$ cat src/rtl/packet_rr_scheduler.sv
// Round-robin packet scheduler: grants one requester per packet, forwards its beats
// through a single registered output stage and truncates packets longer than MAX_BEATS.
module packet_rr_scheduler #(
   parameter  int unsigned NREQ      = 4,
   parameter  int unsigned DW        = 8,
   parameter  int unsigned MAX_BEATS = 64,
   localparam int unsigned SW        = (NREQ > 1) ? $clog2(NREQ) : 1,
   localparam int unsigned CW        = $clog2(MAX_BEATS + 1)
) (
   input  logic                 clk,
   input  logic                 rst,
   input  logic [NREQ-1:0]      req_valid,
   input  logic [NREQ*DW-1:0]   req_data,
   input  logic [NREQ-1:0]      req_sop,
   input  logic [NREQ-1:0]      req_eop,
   output logic [NREQ-1:0]      req_ready,
   output logic                 out_valid,
   output logic                 out_sop,
   output logic                 out_eop,
   output logic [DW-1:0]        out_d,
   output logic [SW-1:0]        out_src,
   input  logic                 out_ready,
   input  logic                 err_clr,
   output logic                 err_orphan,
   output logic                 err_len,
   output logic                 busy
);

   typedef enum logic [1:0] {IDLE, XFER, DROP} state_t;

   localparam logic [CW-1:0] MAX_C = CW'(MAX_BEATS);

   state_t          state;
   logic [SW-1:0]   grant;
   logic [SW-1:0]   last_grant;
   logic [SW-1:0]   rr_pick;
   logic [SW-1:0]   orphan_idx;
   logic [CW-1:0]   beat_cnt;
   logic [CW-1:0]   cnt_inc;
   logic [NREQ-1:0] eligible;
   logic [NREQ-1:0] orphan;
   logic [DW-1:0]   gdata;
   logic            rr_found;
   logic            orphan_found;
   logic            accept;
   logic            len_hit;
   int unsigned     idx;

   // Search starts one past the last completed requester, so it gets lowest priority.
   always_comb begin
      eligible     = req_valid & req_sop;
      orphan       = req_valid & ~req_sop;
      rr_pick      = '0;
      rr_found     = 1'b0;
      orphan_idx   = '0;
      orphan_found = 1'b0;
      idx          = 0;
      for (int unsigned k = 1; k <= NREQ; k++) begin
         idx = (32'(last_grant) + k) % NREQ;
         if (!rr_found && eligible[SW'(idx)]) begin
            rr_pick  = SW'(idx);
            rr_found = 1'b1;
         end
      end
      for (int unsigned i = 0; i < NREQ; i++) begin
         if (!orphan_found && orphan[i]) begin
            orphan_idx   = SW'(i);
            orphan_found = 1'b1;
         end
      end
   end

   always_comb begin
      req_ready = '0;
      if (rst) begin
         unique case (state)
            IDLE:    if (eligible == '0 && orphan_found) req_ready[orphan_idx] = 1'b1;
            XFER:    req_ready[grant] = !out_valid || out_ready;
            DROP:    req_ready[grant] = 1'b1;
            default: ;
         endcase
      end
      accept  = (state != IDLE) && req_valid[grant] && req_ready[grant];
      gdata   = req_data[32'(grant)*DW +: DW];
      cnt_inc = (beat_cnt == MAX_C) ? beat_cnt : beat_cnt + 1'b1;
      len_hit = (cnt_inc == MAX_C);
   end

   assign busy = (state != IDLE);

   always_ff @(posedge clk or negedge rst) begin
      if (!rst) begin
         state      <= IDLE;
         grant      <= '0;
         last_grant <= SW'(NREQ - 1);
         beat_cnt   <= '0;
         out_valid  <= 1'b0;
         out_sop    <= 1'b0;
         out_eop    <= 1'b0;
         out_d      <= '0;
         out_src    <= '0;
         err_orphan <= 1'b0;
         err_len    <= 1'b0;
      end else begin
         // Clears are issued first so a same-cycle set event overrides them.
         if (err_clr) begin
            err_orphan <= 1'b0;
            err_len    <= 1'b0;
         end
         if (out_ready) out_valid <= 1'b0;
         unique case (state)
            IDLE: begin
               if (eligible != '0) begin
                  grant    <= rr_pick;
                  beat_cnt <= '0;
                  state    <= XFER;
               end else if (orphan_found) begin
                  err_orphan <= 1'b1;
               end
            end
            XFER: begin
               if (accept) begin
                  out_valid <= 1'b1;
                  out_d     <= gdata;
                  out_sop   <= req_sop[grant];
                  out_eop   <= req_eop[grant] || len_hit;
                  out_src   <= grant;
                  beat_cnt  <= cnt_inc;
                  if (req_eop[grant]) begin
                     last_grant <= grant;
                     state      <= IDLE;
                  end else if (len_hit) begin
                     err_len <= 1'b1;
                     state   <= DROP;
                  end
               end
            end
            DROP: begin
               if (accept) begin
                  beat_cnt <= cnt_inc;
                  if (req_eop[grant]) begin
                     last_grant <= grant;
                     state      <= IDLE;
                  end
               end
            end
            default: state <= IDLE;
         endcase
      end
   end

endmodule

$ cat config.mk
export PLATFORM = sky130hd
export DESIGN_NAME = packet_rr_scheduler
export DESIGN_NICKNAME = d
export VERILOG_FILES = /design/src/rtl/packet_rr_scheduler.sv
export SDC_FILE = /design/constraint.sdc
export NUM_CORES = 1
export LEC_CHECK = 0
export ABC_AREA = 1
export BUFFER_PORTS_ARGS = -buffer_cell sky130_fd_sc_hd__buf_2
export CORE_ASPECT_RATIO = 0.75
export CORE_UTILIZATION = 28
export DETAILED_ROUTE_END_ITERATION = 16
export GPL_TIMING_DRIVEN = 0
export PLACE_DENSITY = 0.6
export REMOVE_ABC_BUFFERS = 1
export SKIP_CTS_REPAIR_TIMING = 1
export SLEW_MARGIN = 20
export SYNTH_ARGS = -nofsm -noshare
export SYNTH_HDL_FRONTEND = slang
export SYNTH_SLANG_ARGS = --single-unit
$ cat constraint.sdc
create_clock -name clk -period 2.6 [get_ports clk]
set_clock_uncertainty 0.15 [all_clocks]
set_input_delay 0.39 -clock clk [delete_from_list [all_inputs] [get_ports clk]]
set_output_delay 0.39 -clock clk [all_outputs]
set_load 0.005 [all_outputs]
* Yosys cells after proc, flatten, opt, wreduce, memory -nomap -nowiden
Index checks and enable logic that the tools add are counted.
** Storage, ports and cells
- Flip-flop bits (word level) :: 28
- Bits of input ports :: 48
- Output and inout port bits :: 20
- Word-level logic and storage cells :: 130
** Operators by class
- $add $sub $neg :: 5
- Magnitude comparators :: 8
- Equality and inequality tests :: 10
- Shift operators :: 1
- Multiplexer cells :: 60
- Bitwise logic cells :: 4
- Reduce and logical (&&, ||, !) cells :: 31
** Operators by type and width (count)
- 32-bit by 6-bit variable part select with 8-bit output :: 1
- 1-bit two-way mux :: 30
- 2-bit two-way mux :: 12
- 7-bit two-way mux :: 3
- 2-bit by 3-bit less-than comparator with 1-bit output (second input constant) :: 6
- 1-bit binary-select mux with 2-bit select :: 8
- 7-bit == test (second input constant) :: 2
- 7-bit case mux with 2 select lines :: 1
- 4-bit bitwise AND :: 3
- 4-bit case mux with 3 select lines :: 1
- 1-bit logical AND :: 11
- 4-bit two-way mux :: 2
- 2-bit inequality test (second input constant) :: 4
- 7-bit by 1-bit adder with 7-bit output (second input constant) :: 1
- 1-bit zero test :: 7
- 2-bit case mux with 3 select lines :: 1
- 3-bit AND reduction :: 2
- 5-bit AND reduction :: 1
- 2-bit by 1-bit adder with 2-bit output (second input constant) :: 2
- 2-bit adder (second input constant) :: 2
- 1-bit demux with 2-bit select :: 2
- 2-bit by 1-bit >= comparator with 1-bit output (second input constant) :: 2
- 4-bit zero test :: 1
- 4-bit inverter :: 1
- other kinds (10) :: 13

* Depth between registers and ports, before layout
- Depth in word-level cells :: 24
- Gate-level depth with buffers :: 14
- Depth with buffers taken out :: 14

* Worst setup path after synthesis
OpenSTA, ideal clock, no wires.
- Kind :: register to register
- From :: register state[0]
- To :: register out_d[6]
- Library setup time :: 119 ps
- Arrival :: 1830 ps
- Data required time :: 2331 ps
- Setup slack :: 502 ps
- Stages on the path, launching flop included :: 14
- Buffers on the path :: 1
- Clock period less this slack :: 2098 ps
- Path through :: dfrtp_1 -> inv_1 -> ha_1 -> inv_2 -> nor3_2 -> nand2_1 -> nand2_1 -> nand2_2 -> nand2_2 -> nand4_4 -> nor2_4 -> buf_6 -> nand3_2 -> o21a_1
** On the way
- Elaborated cells between the ends (all ways) :: 11
- Those cells by class :: eq/ne (2); mux (4); reduce/logical (5)
** RTL lines
- start: declaration :: RTL line 33 : state_t state;
- start signal: assignment :: RTL line 93 : state <= IDLE;
- start signal: assignment :: RTL line 116 : state <= XFER;
- start signal: assignment :: RTL line 131 : state <= IDLE;
- 2-bit nonzero test
- named net busy :: RTL line 26 : output logic busy
- 1-bit logical AND (2 in a row) :: RTL line 83 : accept = (state != IDLE) && req_valid[grant] && req_ready[grant];
- 2-bit AND reduction (no source line)
- end signal: assignment :: RTL line 124 : out_d <= gdata;
- end: declaration :: RTL line 20 : output logic [DW-1:0] out_d,
The timed path passes the listed nets, and every way through them passes these cells. The select of a mux whose other input is x is not followed.
A chain may end at the register's enable or synchronous reset.

* Worst setup path in the final report
- From :: input port rst
- To :: output port req_ready[0]
** On the way
- Cells in the longest elaborated chain, start to end :: 1
** Ends and longest elaborated chain
- start: declaration :: RTL line 11 : input logic rst,
- 4-bit two-way mux :: RTL line 75 : if (rst) begin
- end: declaration :: RTL line 16 : output logic [NREQ-1:0] req_ready,
Every way passes these cells.

==> flow_summary.rst <==
.. list-table::
   :header-rows: 1

   * - Metric
     - Value
   * - Result of the run
     - completed
   * - Final routed DRC violation total
     - 0
   * - Max-cap viol count
     - 0
   * - Cell chosen for the clock root
     - sky130_fd_sc_hd__clkbuf_8
   * - Depth of the worst hold-timing path
     - 4
   * - Reg2Reg Setup Slack
     - 0.23 ns
   * - Relative max-transition margin
     - 0.706
   * - Cell depth of the worst flop-to-flop path
     - 13
   * - Top sig layer
     - met4
   * - Cell with the biggest individual delay on the critical path
     - sky130_fd_sc_hd__dlygate4sd3_1
   * - Setup slack of the critical path after layout
     - 0.148 ns
   * - WL/cell
     - 12.1 µm
   * - Number of non-filler instances in the completed layout
     - 450
   * - WP buf/inv
     - 4
   * - Cell area power density
     - 910 nW/µm²
   * - Worst reg2reg startpoint
     - state[0]
   * - Pint
     - 1310 µW
   * - Peak VDD IR
     - 0.000344 V
   * - Clock transition at the register clock pins on the worst setup and hold paths after CTS
     - 0.10 ns
   * - Drt pass-1 iters
     - 4
   * - Crit path DAT
     - 1.91 ns
   * - Hold Violations, Final
     - 0
   * - Crit-path cells
     - dlygate4sd3_1 -> clkbuf_4 -> inv_1 -> nor2_1 -> a21boi_0 -> buf_2
   * - Layout area overhead
     - 26.5%
   * - Count of final setup violators
     - 0
   * - Input/output buffers
     - 67
   * - Count of flip-flops with a built-in enable after synthesis
     - 0
   * - Routed met1 length
     - 2.77 mm
   * - ANT nets after route
     - 0
   * - Largest fanout of any net on the critical path
     - 6
   * - Switching power
     - 1080 µW
   * - Sum of overflow across all layers after global routing
     - 0
   * - Slew @ Worst Pin
     - 0.442 ns
   * - Final total negative setup slack
     - 0 ns
   * - Commonest non-fill, non-tap cells in the layout
     - 83 x sky130_fd_sc_hd__nand2_1, 66 x sky130_fd_sc_hd__buf_2, 32 x sky130_fd_sc_hd__inv_1, 26 x sky130_fd_sc_hd__nand3_1, 26 x sky130_fd_sc_hd__dfrtp_1
   * - Clock Power Share
     - 0.147
   * - Num Clock Sinks
     - 28
   * - Number of global-route vias before repair
     - 1973
   * - FP Rows
     - 26
   * - Clock latency on the worst-skew pair
     - 0.28 ns
   * - Worst Hold Class
     - in2reg
   * - Starting utilization of the core area
     - 0.297
   * - Commonest register cell after synthesis
     - sky130_fd_sc_hd__dfrtp_1
   * - Routed wire length on met3
     - 270 µm
   * - Routability cong.
     - 0.871
   * - Share of the cycle needed by the critical path after routing
     - 0.943
   * - Half-perimeter wire length after detailed placement
     - 4.32 mm
   * - Number of slew-limit violations in the final report
     - 0
   * - Max Root-Sink Buffers
     - 2
   * - Total number of nets in the final design
     - 407
   * - Number of antenna violations at the first check in global routing
     - 0
   * - Yosys synthesis warning count
     - 0
   * - Initial DRC count
     - 121
   * - Wire length after detailed routing
     - 5.46 mm
   * - Synthesized flop and latch total
     - 28
   * - Placeable core region
     - 6990 µm²
   * - Commonest non-fill, non-tap cell in the layout
     - sky130_fd_sc_hd__nand2_1
   * - Synth Cell Area
     - 2070 µm²
   * - Category of the worst setup path capture point
     - output port
   * - Leakage power figure
     - 0.00130 µW
   * - Per-instance average area after synthesis
     - 7.28 µm²
   * - Total power
     - 2390 µW
   * - RR Endpoint
     - out_d[3]
   * - Worst setup path class
     - in2out
   * - Number of clock buffers inserted by TritonCTS
     - 3
   * - Global-route wire length before repair
     - 9.14 mm
   * - Number of placed I/O pins
     - 68
   * - Width of the die
     - 101 µm
   * - Biggest cell delay along the critical path
     - 0.52 ns
   * - Top Family by Delay on Critical Path
     - buffers and inverters
   * - Post-DR vias/cell
     - 4.64
   * - WP data required
     - 2.06 ns
   * - Share of total power consumed by net switching
     - 0.451
   * - Cell count after placement
     - 441
   * - Number of cells produced by synthesis
     - 285
   * - Unrepaired setup endpoints after global routing
     - no
   * - Startpoint Class
     - input pin
   * - Total Die Area
     - 7760 µm²
   * - Worst min-delay path startpoint
     - err_clr
   * - Pre-CTS WS
     - -0.333 ns
   * - Highest attainable clock frequency
     - 408 MHz
   * - Maximum number of pins on one net before global-route repair
     - 30
   * - Layout cell share with drive strength beyond 1
     - 0.287
   * - Total number of vias
     - 2087
   * - Unique masters post-synth
     - 36
   * - Met2 wire length
     - 2.42 mm
   * - Clock tree from TritonCTS
     - built
   * - End of the worst hold path
     - err_orphan
   * - Diodes inserted
     - 0
   * - Share of synthesized registers carrying an async set or reset
     - 1.00
   * - Y dimension of the die
     - 76.5 µm
   * - Aggregate global-route resource usage
     - 0.147
   * - Sequential fraction of the synthesis area
     - 0.339
   * - Period minus WS final
     - 2.45 ns
   * - Combinational fraction of design power
     - 0.550
   * - Relative contribution of sequential cells to total power
     - 0.303
   * - H-tree levels
     - 1
-- how the worst max path moves through the flow --
stage,start,endpoint,depth (start not counted)
floorplan,grant[1],out_sop,8
global placement,rst,out_sop,10
detailed placement,rst,out_sop,10
CTS,grant[1],out_sop,8
global route,rst,out_d[0],11
finish,rst,req_ready[0],6
-- tightest hold or removal path: stages --
cell and delay [ns]:
sky130_fd_sc_hd__buf_2 0.08, sky130_fd_sc_hd__inv_1 0.04, sky130_fd_sc_hd__nand2_1 0.04, sky130_fd_sc_hd__o21ai_0 0.07
-- metal layers --
layer	up-vias	GRT usage
met3	2	0.0303
met5	-	0
met1	940	0.206
li1	1072	-
met4	0	0.0130
met2	73	0.240
-- logic make-up (layout without fill, tap and decap cells) --
| family | count (synthesis) | in the layout | share of synthesized area |
|---|---|---|---|
| AOI/OAI and AO/OA | 58 | 58 | 0.193 |
| xor gates and xnor gates | 4 | 4 | 0.0169 |
| adders and majority gates | 6 | 6 | 0.0362 |
| buffers and inverters | 45 | 112 | 0.104 |
| DFF | 28 | 28 | 0.339 |
| and+or+nand+nor | 144 | 144 | 0.311 |
-- final cells by class --
type	count	area, µm²
Inverter	36	139
Fill cell	751	4370
Tap cell	98	123
Multi-Input combinational cell	212	1180
Clock inverter	1	30.0
Clock buffer	3	41.3
Timing Repair Buffer	72	403
Sequential cell	28	703
-- Yosys cell counts, types with 2 or more instances --
cell / count / area, µm²
sky130_fd_sc_hd__clkbuf_1: 2 / 7.51
sky130_fd_sc_hd__buf_6: 2 / 22.5
sky130_fd_sc_hd__clkbuf_8: 3 / 41.3
sky130_fd_sc_hd__nor2_1: 19 / 71.3
sky130_fd_sc_hd__nand2_2: 3 / 18.8
sky130_fd_sc_hd__o21ai_0: 12 / 60.1
sky130_fd_sc_hd__inv_1: 33 / 124
sky130_fd_sc_hd__dfstp_2: 2 / 52.6
sky130_fd_sc_hd__dfrtp_1: 26 / 651
sky130_fd_sc_hd__a21oi_1: 3 / 15.0
sky130_fd_sc_hd__inv_2: 2 / 7.51
sky130_fd_sc_hd__nand3_2: 2 / 20.0
sky130_fd_sc_hd__nand2_1: 83 / 312
sky130_fd_sc_hd__xnor2_1: 2 / 17.5
sky130_fd_sc_hd__nand4_1: 3 / 18.8
sky130_fd_sc_hd__o21ai_1: 3 / 15.0
sky130_fd_sc_hd__xor2_1: 2 / 17.5
sky130_fd_sc_hd__and2_1: 2 / 12.5
sky130_fd_sc_hd__ha_1: 6 / 75.1
sky130_fd_sc_hd__o21a_1: 9 / 67.6
sky130_fd_sc_hd__nor2_2: 2 / 12.5
sky130_fd_sc_hd__buf_2: 2 / 10.0
sky130_fd_sc_hd__nand3_1: 26 / 130
sky130_fd_sc_hd__a22oi_1: 18 / 135
sky130_fd_sc_hd__o21ai_2: 7 / 61.3
-- stage by stage --
step,cell area (µm²),utilization,hold WS [ns]
after floorplan,1990,-,-0.0556
after global placement,2450,0.350,0.313
after detailed placement,2450,0.350,0.324
after CTS,2520,0.361,0.0136
after global routing,2620,0.375,0.256
final,2620,0.375,0.236
-- power by group through the flow --
stage	sequential [µW]	clock, µW	combinational [µW]
floorplan	712	0	860
global placement	717	0	1230
detailed placement	719	0	1260
CTS	715	366	1260
global route	748	377	1480
finish	722	351	1310
-- sequential cells by signal, summed over array words and instances (netlist names) --
name        cells
beat_cnt        7
out_src         2
out_valid       1
grant           2
out_eop         1
err_len         1
out_d           8
out_sop         1
last_grant      2
err_orphan      1
state           2
(Power assumes the default switching activity.)
